**src/rtl/context_pkg.sv**
```systemverilog
// context_pkg: shared types and default parameters for the context scheduler
package context_pkg;
  localparam int NPROC_DEF = 4;
  localparam int AW_DEF = 32;
  localparam int QW_DEF = 16;
  typedef enum logic [1:0] {FREE, READY, RUNNING, DONE} slot_state_t;
  typedef enum logic [1:0] {IDLE, SELECT, RUN} sched_state_t;
endpackage

```
**src/rtl/rr_pick.sv**
```systemverilog
// rr_pick: rotating-priority picker, first set bit of i_ready at or after i_start (wrapping)
//   i_ready  per-slot ready mask
//   i_start  slot examined first
//   o_found  at least one slot ready
//   o_sel    chosen slot
module rr_pick #(
  parameter int N = 4,
  parameter int PW = $clog2(N)
) (
  input  logic [N-1:0]  i_ready,
  input  logic [PW-1:0] i_start,
  output logic          o_found,
  output logic [PW-1:0] o_sel
);
  logic [PW-1:0] w_idx;
  // scan from farthest to nearest so the nearest ready slot is written last
  always_comb begin
    o_found = 1'b0;
    o_sel = '0;
    w_idx = '0;
    for (int k = N - 1; k >= 0; k--) begin
      w_idx = PW'((int'(i_start) + k) % N);
      if (i_ready[w_idx]) begin
        o_found = 1'b1;
        o_sel = w_idx;
      end
    end
  end
endmodule

```
**src/rtl/context_scheduler.sv**
```systemverilog
// context_scheduler: round-robin time-sliced process scheduler driving PC redirects
//   i_clk/i_reset      clock, synchronous active-high reset
//   i_retire           one instruction retired this cycle
//   i_quantum          slice length in retires, 0 disables preemption
//   i_load_*           register a process entry address into a slot
//   i_cur_pc           next-PC mux output, saved on preemption
//   i_end_of_process   running process finished
//   o_pc_override      PC must load o_new_pc this cycle
//   o_new_pc           redirect address, held between redirects
//   o_cur_pid          slot currently running
//   o_in_program       a user process is running
//   o_all_done         every loaded process finished, cleared by the next load
module context_scheduler
  import context_pkg::*;
#(
  parameter int NPROC = NPROC_DEF,
  parameter int AW = AW_DEF,
  parameter int QW = QW_DEF,
  parameter logic [AW-1:0] OS_ENTRY = '0,
  localparam int PW = $clog2(NPROC)
) (
  input  logic          i_clk,
  input  logic          i_reset,
  input  logic          i_retire,
  input  logic [QW-1:0] i_quantum,
  input  logic          i_load_valid,
  input  logic [PW-1:0] i_load_pid,
  input  logic [AW-1:0] i_load_addr,
  input  logic [AW-1:0] i_cur_pc,
  input  logic          i_end_of_process,
  output logic          o_pc_override,
  output logic [AW-1:0] o_new_pc,
  output logic [PW-1:0] o_cur_pid,
  output logic          o_in_program,
  output logic          o_all_done
);
  sched_state_t  r_state;
  slot_state_t   r_slot [NPROC];
  logic [AW-1:0] r_saved_pc [NPROC];
  logic [PW-1:0] r_cur_pid;
  logic [QW-1:0] r_cnt;
  logic [AW-1:0] r_new_pc;
  logic          r_all_done;
  logic [NPROC-1:0] w_ready;
  logic [NPROC-1:0] w_done;
  logic [PW-1:0] w_start;
  logic [PW-1:0] w_sel;
  logic          w_found;
  logic          w_load_ok;
  logic          w_expire;
  logic [AW-1:0] w_pick_pc;
  for (genvar s = 0; s < NPROC; s++) begin : g_mask
    assign w_ready[s] = r_slot[s] == READY;
    assign w_done[s] = r_slot[s] == DONE;
  end
  // the running slot is offered last by starting the scan just after it
  assign w_start = (r_cur_pid == PW'(NPROC - 1)) ? '0 : r_cur_pid + PW'(1);
  rr_pick #(.N(NPROC), .PW(PW)) u_pick (
    .i_ready(w_ready),
    .i_start(w_start),
    .o_found(w_found),
    .o_sel(w_sel)
  );
  // a load may not disturb the running slot nor the slot being dispatched right now
  assign w_load_ok = i_load_valid && r_slot[i_load_pid] != RUNNING &&
                     !(r_state == SELECT && w_found && i_load_pid == w_sel);
  // the counter holds the quantum sampled at dispatch, so 0 never expires
  assign w_expire = i_retire && r_cnt == QW'(1);
  assign w_pick_pc = w_found ? r_saved_pc[w_sel] : OS_ENTRY;
  assign o_pc_override = r_state == SELECT;
  assign o_new_pc = o_pc_override ? w_pick_pc : r_new_pc;
  assign o_cur_pid = r_cur_pid;
  assign o_in_program = r_state == RUN;
  assign o_all_done = r_all_done;
  always_ff @(posedge i_clk) begin
    if (i_reset) begin
      r_state <= IDLE;
      r_cur_pid <= '0;
      r_cnt <= '0;
      r_new_pc <= '0;
      r_all_done <= 1'b0;
      for (int k = 0; k < NPROC; k++) begin
        r_slot[k] <= FREE;
        r_saved_pc[k] <= '0;
      end
    end else begin
      case (r_state)
        IDLE: if (|w_ready || w_load_ok) r_state <= SELECT;
        SELECT: begin
          r_new_pc <= w_pick_pc;
          if (w_found) begin
            r_cur_pid <= w_sel;
            r_slot[w_sel] <= RUNNING;
            r_cnt <= i_quantum;
            r_state <= RUN;
          end else begin
            r_state <= IDLE;
            if (|w_done) r_all_done <= 1'b1;
          end
        end
        RUN: begin
          if (i_end_of_process) begin
            r_slot[r_cur_pid] <= DONE;
            r_state <= SELECT;
          end else if (w_expire) begin
            r_saved_pc[r_cur_pid] <= i_cur_pc;
            r_slot[r_cur_pid] <= READY;
            r_state <= SELECT;
          end else if (i_retire && r_cnt != '0) begin
            r_cnt <= r_cnt - QW'(1);
          end
        end
        default: r_state <= IDLE;
      endcase
      if (w_load_ok) begin
        r_saved_pc[i_load_pid] <= i_load_addr;
        r_slot[i_load_pid] <= READY;
        r_all_done <= 1'b0;
      end
    end
  end
endmodule

```
**config.mk**
```make
export PLATFORM = sky130hd
export DESIGN_NAME = context_scheduler
export DESIGN_NICKNAME = d
export VERILOG_FILES = /design/src/rtl/context_pkg.sv /design/src/rtl/rr_pick.sv /design/src/rtl/context_scheduler.sv
export SDC_FILE = /design/constraint.sdc
export NUM_CORES = 1
export LEC_CHECK = 0
export ABC_AREA = 1
export ABC_CLOCK_PERIOD_IN_PS = 10150
export BUFFER_PORTS_ARGS = -buffer_cell sky130_fd_sc_hd__buf_2
export CAP_MARGIN = 25
export CORE_UTILIZATION = 55
export CTS_CLUSTER_DIAMETER = 30
export DETAILED_ROUTE_END_ITERATION = 7
export PLACE_DENSITY = 0.82
export SETUP_SLACK_MARGIN = 0.4
export SLEW_MARGIN = 0
export SYNTH_ARGS = -nofsm -noshare
export SYNTH_HDL_FRONTEND = slang
export SYNTH_SLANG_ARGS = --single-unit
```
**constraint.sdc**
```tcl
create_clock -name i_clk -period 10.15 [get_ports i_clk]
set_input_delay 2.03 -clock i_clk [delete_from_list [all_inputs] [get_ports i_clk]]
set_output_delay 2.03 -clock i_clk [all_outputs]
set_load 0.02 [all_outputs]
```
# [Word level (Yosys, flattened, before mapping)]
# Memory sizes are Yosys's and may differ from the RTL's.
# Index checks and enable logic that the tools add are counted.
[classes] n_addsub=5 magnitude_cmp=4 eq_ne=20 n_mux=63 bitwise_logic=2 reduce_logical=23
[op_table] operator="2-to-1 mux 32 bit" count=4
[op_table] operator="2-to-1 mux 16 bit" count=4
[op_table] operator="OR reduction 32 bit" count=2
[op_table] operator="2-to-1 mux 2 bit" count=18
[op_table] operator="one-hot mux 16 bit (2 select lines)" count=1
[op_table] operator="2-to-1 mux 1 bit" count=31
[op_table] operator="== test 16 x 1 -> 1 bit (second input constant)" count=1
[op_table] operator="nonzero test 16 bit" count=1
[op_table] operator="subtractor 16 x 1 -> 16 bit (second input constant)" count=1
[op_table] operator="== test 2 bit (second input constant)" count=6
[op_table] operator="< comparator 2 x 3 -> 1 bit (second input constant)" count=4
[op_table] operator="== test 2 x 1 -> 1 bit (second input constant)" count=5
[op_table] operator="binary-select mux 1 bit (select 2 bit)" count=4
[op_table] operator="inequality test 2 bit (second input constant)" count=4
[op_table] operator="OR reduction 2 bit" count=4
[op_table] operator="OR reduction 4 bit" count=2
[op_table] operator="logical AND 1 bit" count=6
[op_table] operator="one-hot mux 2 bit (3 select lines)" count=1
[op_table] operator="AND reduction 5 bit" count=1
[op_table] operator="adder 2 x 1 -> 2 bit (second input constant)" count=2
[op_table] operator="adder 2 bit (second input constant)" count=2
[op_table] operator="inequality test 2 x 1 -> 1 bit (second input constant)" count=2
[op_table] operator="AND reduction 2 bit" count=2
[op_table] operator="inequality test 3 x 2 -> 1 bit (second input constant)" count=1
[op_table] operator="8 further kinds" count=8
[word_totals] register_bits=53 ram_bits=136 output_inout_bits=37 memories=2
[mem_list] memory="r_saved_pc" depth=4 width=32 rd=1 rd_clocked_by_memory_dff=0 write_ports=4 line_no="context_scheduler.sv:39" text="logic [AW-1:0] r_saved_pc [NPROC];"
[mem_list] memory="r_slot" depth=4 width=2 rd=5 rd_clocked_by_memory_dff=0 write_ports=4 line_no="context_scheduler.sv:38" text="slot_state_t r_slot [NPROC];"

# [Depth between registers and ports, before layout]
[depth] depth_word=18 ltp_mapped=19 ltp_nobuf=18

# [Cells and area by module]
# From an unflattened synthesis, not the netlist that was laid out.
[hier_totals] hier_cells=1225 hier_area_um2=9979.6
[by_module_without_submodules] module="context_scheduler" n_inst=1 cells_each=1179 area_each_um2=9766.9
[by_module_without_submodules] module="rr_pick" n_inst=1 cells_each=46 area_each_um2=212.7

# [Least setup slack after synthesis]
# Ideal clock, no wire load.
[synth_timing] path_kind="in2reg" start="input port i_load_pid[1]" end="memory r_saved_pc[3][0] in the netlist's numbering (enable)" setup_ns=0.431 t_arrival_ns=4.230 t_required_ns=9.719 setup_slack_ns=5.489 stages=9 path_cell_list="inv_1 nand2_1 inv_1 a22oi_1 o221ai_1 a21boi_2 nand4_2 buf_2 o211ai_1"
[synth_rtl] item="start, declared" line_no="context_scheduler.sv:27" text="input logic [PW-1:0] i_load_pid,"
[synth_rtl] item="end, declared" line_no="context_scheduler.sv:39"

# [Worst setup path after layout]
[layout_timing] start="register r_cur_pid[0] (netlist: o_cur_pid[0])" end="output port o_new_pc[2]"
[layout_between] elab_chain_cells=12 elab_cells_between_ends=25
[layout_rtl] item="start, declared" line_no="context_scheduler.sv:40" text="logic [PW-1:0] r_cur_pid;"
[layout_rtl] item="start signal, assigned" line_no="context_scheduler.sv:92" text="r_cur_pid <= w_sel;"
[layout_rtl] item="adder 2 x 1 -> 2 bit or == test 2 bit (tied branches)" line_no="context_scheduler.sv:57" text="assign w_start = (r_cur_pid == PW'(NPROC - 1)) ? '0 : r_cur_pid + PW'(1);"
[layout_rtl] item="2-to-1 mux 2 bit (*)" line_no="context_scheduler.sv:57"
[layout_rtl] item="adder 2 bit" line_no="rr_pick.sv:22" text="w_idx = PW'((int'(i_start) + k) % N);"
[layout_rtl] item="binary-select mux 1 bit (select 2 bit)" line_no="rr_pick.sv:23" text="if (i_ready[w_idx]) begin"
[layout_rtl] item="2-to-1 mux 1 bit (implied by the code)" line_no="rr_pick.sv:23"
[layout_rtl] item="2-to-1 mux 2 bit (4 in a row)" line_no="rr_pick.sv:23"
[layout_rtl] item="memory (4 x 32 bit)"
[layout_rtl] item="2-to-1 mux 32 bit (*)" line_no="context_scheduler.sv:69" text="assign w_pick_pc = w_found ? r_saved_pc[w_sel] : OS_ENTRY;"
[layout_rtl] item="2-to-1 mux 32 bit (*)"
[layout_rtl] item="end, declared" line_no="context_scheduler.sv:32" text="output logic [AW-1:0] o_new_pc,"
# Mark *: on every way between the ends. The rest lies on a longest branch, timed or not. The select of a mux whose other input is x is not followed.

==> reports/qor.yml <==
run_status:
  status: "finished, violations left"
  violations: "design-rule violations"
clock_tree:
  numCtsBuffers: 17
  worst_skew_pair.late_latency_ns: 0.44
  cts_tree: "done"
  cts_sinks: 189
  cts-resized-gates: 0
  cts_setup_buffers: 0
  hold_buffers: 0
  htree_levels: 4
  path_clk_slew_ns: 0.07
  clockRootBuffer: "clkbuf_16"
  cts.path.max_buffers: 2
synthesis:
  synth_flop_cell: "edfxtp_1"
  synth.avg_cell_area_um2: 7.22
  post-synth-top-area-fraction: 0.366
  syn_nets: 1545
  ys_ff_latch: 189
  synth_most_common_cell: "nand2_1"
  synthTopCellsByArea: "edfxtp_1 37%, nand2_1 23%, dfxtp_1 12%, nand3_1 8.1%, nor2_1 5.8%"
  synth_commonest_cells: "645 x nand2_1, 171 x nand3_1, 163 x nor2_1, 128 x edfxtp_1, 76 x inv_1"
  yosysSeqAreaShare: 0.482
  syn_area_um2: 10500
  synth_cell_types: 40
  yosysTopAreaCell: "edfxtp_1"
  async_reset_ff_frac: 0
  ys_warn_count: 0
  synth_edf_count: 128
  syn_inst: 1454
die:
  start_util: 0.562
  die_w_um: 140
  core_um2: 18700
  top_level_ports: 124
  dieArea_um2: 19700
  core.rowCount: 50
  die-height_um: 140
power_and_ir_drop:
  p_switching_uw: 726
  pwr-share-clk: 0.316
  power_frac_seq: 0.424
  power_density_nw_per_um2: 180
  switching_share: 0.343
  p_leak_uw: 0.00578
  p_int_uw: 1390
  ir_drop_mv: 0.173
  combPwrFrac: 0.260
timing:
  setup_violations: 0
  finalSetupTns_ns: 0
  slew_viol_final: 0
  post-route-min-period_ns: 6.01
  fmax_mhz: 166
  rsz0062_at_grt: "no"
  fin_crit_sh: 0.592
  max_slew_margin: 0.316
  worstMarginPinSlew_ns: 1.02
  finClkSkew_ns: 0.0133
  hold_viol_final: 0
global_route:
  overflow: 0
  grt_pass1_vias: 9413
  grtUsageTotal: 0.308
  grt_pass1_wl_um: 46900
  antenna_found_initial: 1
  grt_max_degree: 69
detailed_routing:
  dr.pass1.iters: 8
  drtIter0Drc: 1305
  antenna_left: 0
  wirelength_um: 29200
  drc: 1
  vias_per_cell: 5.65
  wl_per_cell_um: 16.4
  vias: 10095
setup_path:
  cp_max_fo: 68
  crit_arrival_ns: 3.98
  critPathKind: "reg2out"
  endpoint_kind: "output pin"
  critPathLaunchType: "register"
  required_ns: 8.12
placed_design:
  post-dp-hpwl_um: 17700
  port-buffer-count: 123
  gp_congestion: 0.885
  placedCellCount: 1753
hold_path:
  worst_hold_path_type: "reg2reg"
layout:
  drive_above_1_share: 0.129
  post_layout_nonfiller_instances: 1786
  synthToLayoutAreaGrowth_pct: 12.0
  nNetsFinal: 1629
job:
  maxCapViolCount: 0
[power by group through the flow]
stage	Clock (uW)	Combinational [uW]	Sequential [uW]
6_report	669	551	899
3_5_place_dp	0	542	915
4_1_cts	673	545	898
3_3_place_gp	0	519	913
5_1_grt	700	612	904
2_1_floorplan	0	383	910
[sequential cells by signal, indices dropped and copies added, names as in the netlist]
register,cells
r_saved_pc,128
r_state,2
r_new_pc,32
r_cnt,16
o_cur_pid,2
r_slot,8
o_all_done,1
[cells by family (layout without fill, tap and decap cells)]
logic type / count (synthesis) / in the layout / synth area share
DFF: 189 / 189 / 0.482
and+or+nand+nor: 1006 / 1006 / 0.394
xor gates and xnor gates: 1 / 1 / 0.000834
buffers and inverters: 158 / 255 / 0.0677
AOI/OAI and AO/OA: 96 / 96 / 0.0511
adders and majority gates: 4 / 4 / 0.00476
other: 0 / 1 / 0
[layout by cell type (no fill, tap or decap), types with 2 or more instances in the layout]
cell       instances
a211oi_1           2
a21oi_1           41
a31oi_1           12
buf_2            123
buf_4             17
clkbuf_16         17
clkinv_1           4
clkinv_2           2
clkinv_4           3
dfxtp_1           61
edfxtp_1         128
ha_1               4
inv_1             76
inv_2              2
inv_6              5
inv_8              2
nand2_1          645
nand2_2            4
nand3_1          170
nand3_2            2
nand3_4            2
nand4_1            3
nand4_2            4
nor2_1           163
nor2_4             4
nor3_1             2
o211ai_1           3
o21ai_0           28
o22ai_1            2
or2_2              4
[cell type report]
cell class | instances | area [um2]
inverters | 82 | 308
diodes | 1 | 2.50
multi-input cells | 1107 | 4730
flip-flops and latches | 189 | 5060
clock inverters | 14 | 149
repair buffers | 141 | 771
fillers | 1604 | 6940
well taps | 234 | 293
clock buffers | 18 | 439
[critical path, cell delays in order (launching register included)]
cell,delay (ns)
dfxtp_1,0.47
ha_1,0.34
inv_1,0.13
nand2_1,0.07
nand2_1,0.09
nand2_1,0.08
nand3_1,0.11
nand3_2,0.65
nand2_2,0.29
buf_4,0.65
nand2_1,0.13
nand3_1,0.11
nand3_1,0.13
nand2_1,0.10
buf_2,0.16
[layer usage]
layer,vias to the layer above,track usage,wire length (um),share of wire
li1,4858,-,-,-
met1,4498,0.397,11400,0.39
met2,639,0.498,13500,0.46
met3,100,0.0557,3240,0.11
met4,0,0.161,1070,0.037
met5,-,0,0,0
[metrics by stage]
| step | worst slack [ns] | power [uW] | hold WS [ns] | cell area (um2) | utilization |
|---|---|---|---|---|---|
| CTS | 4.18 | 2120 | 0.474 | 11800 | 0.629 |
| global placement | 4.64 | 1430 | 0.459 | 11100 | 0.596 |
| finish | 4.14 | 2120 | 0.471 | 11800 | 0.629 |
| floorplan | 5.49 | 1290 | 0.450 | 10500 | - |
| detailed placement | 4.69 | 1460 | 0.464 | 11200 | 0.597 |
| global route | 3.82 | 2220 | 0.484 | 11800 | 0.629 |
[path summary, 6_finish.rpt]
| path | startpoint | to | slack, ns | depth (start not counted) |
|---|---|---|---|---|
| worst max-delay path | o_cur_pid[0]$_SDFFE_PP0P_ | o_new_pc[2] | 4.14 | 14 |
| worst min-delay path | r_new_pc[17]$_SDFF_PP0_ | r_new_pc[17]$_SDFF_PP0_ | 0.47 | 2 |
| worst max register to register | o_cur_pid[0]$_SDFFE_PP0P_ | r_saved_pc[1][23]$_DFFE_PP_ | 5.40 | 14 |
| worst min register to register | r_new_pc[17]$_SDFF_PP0_ | r_new_pc[17]$_SDFF_PP0_ | 0.47 | 2 |
(Power assumes the default switching activity.)
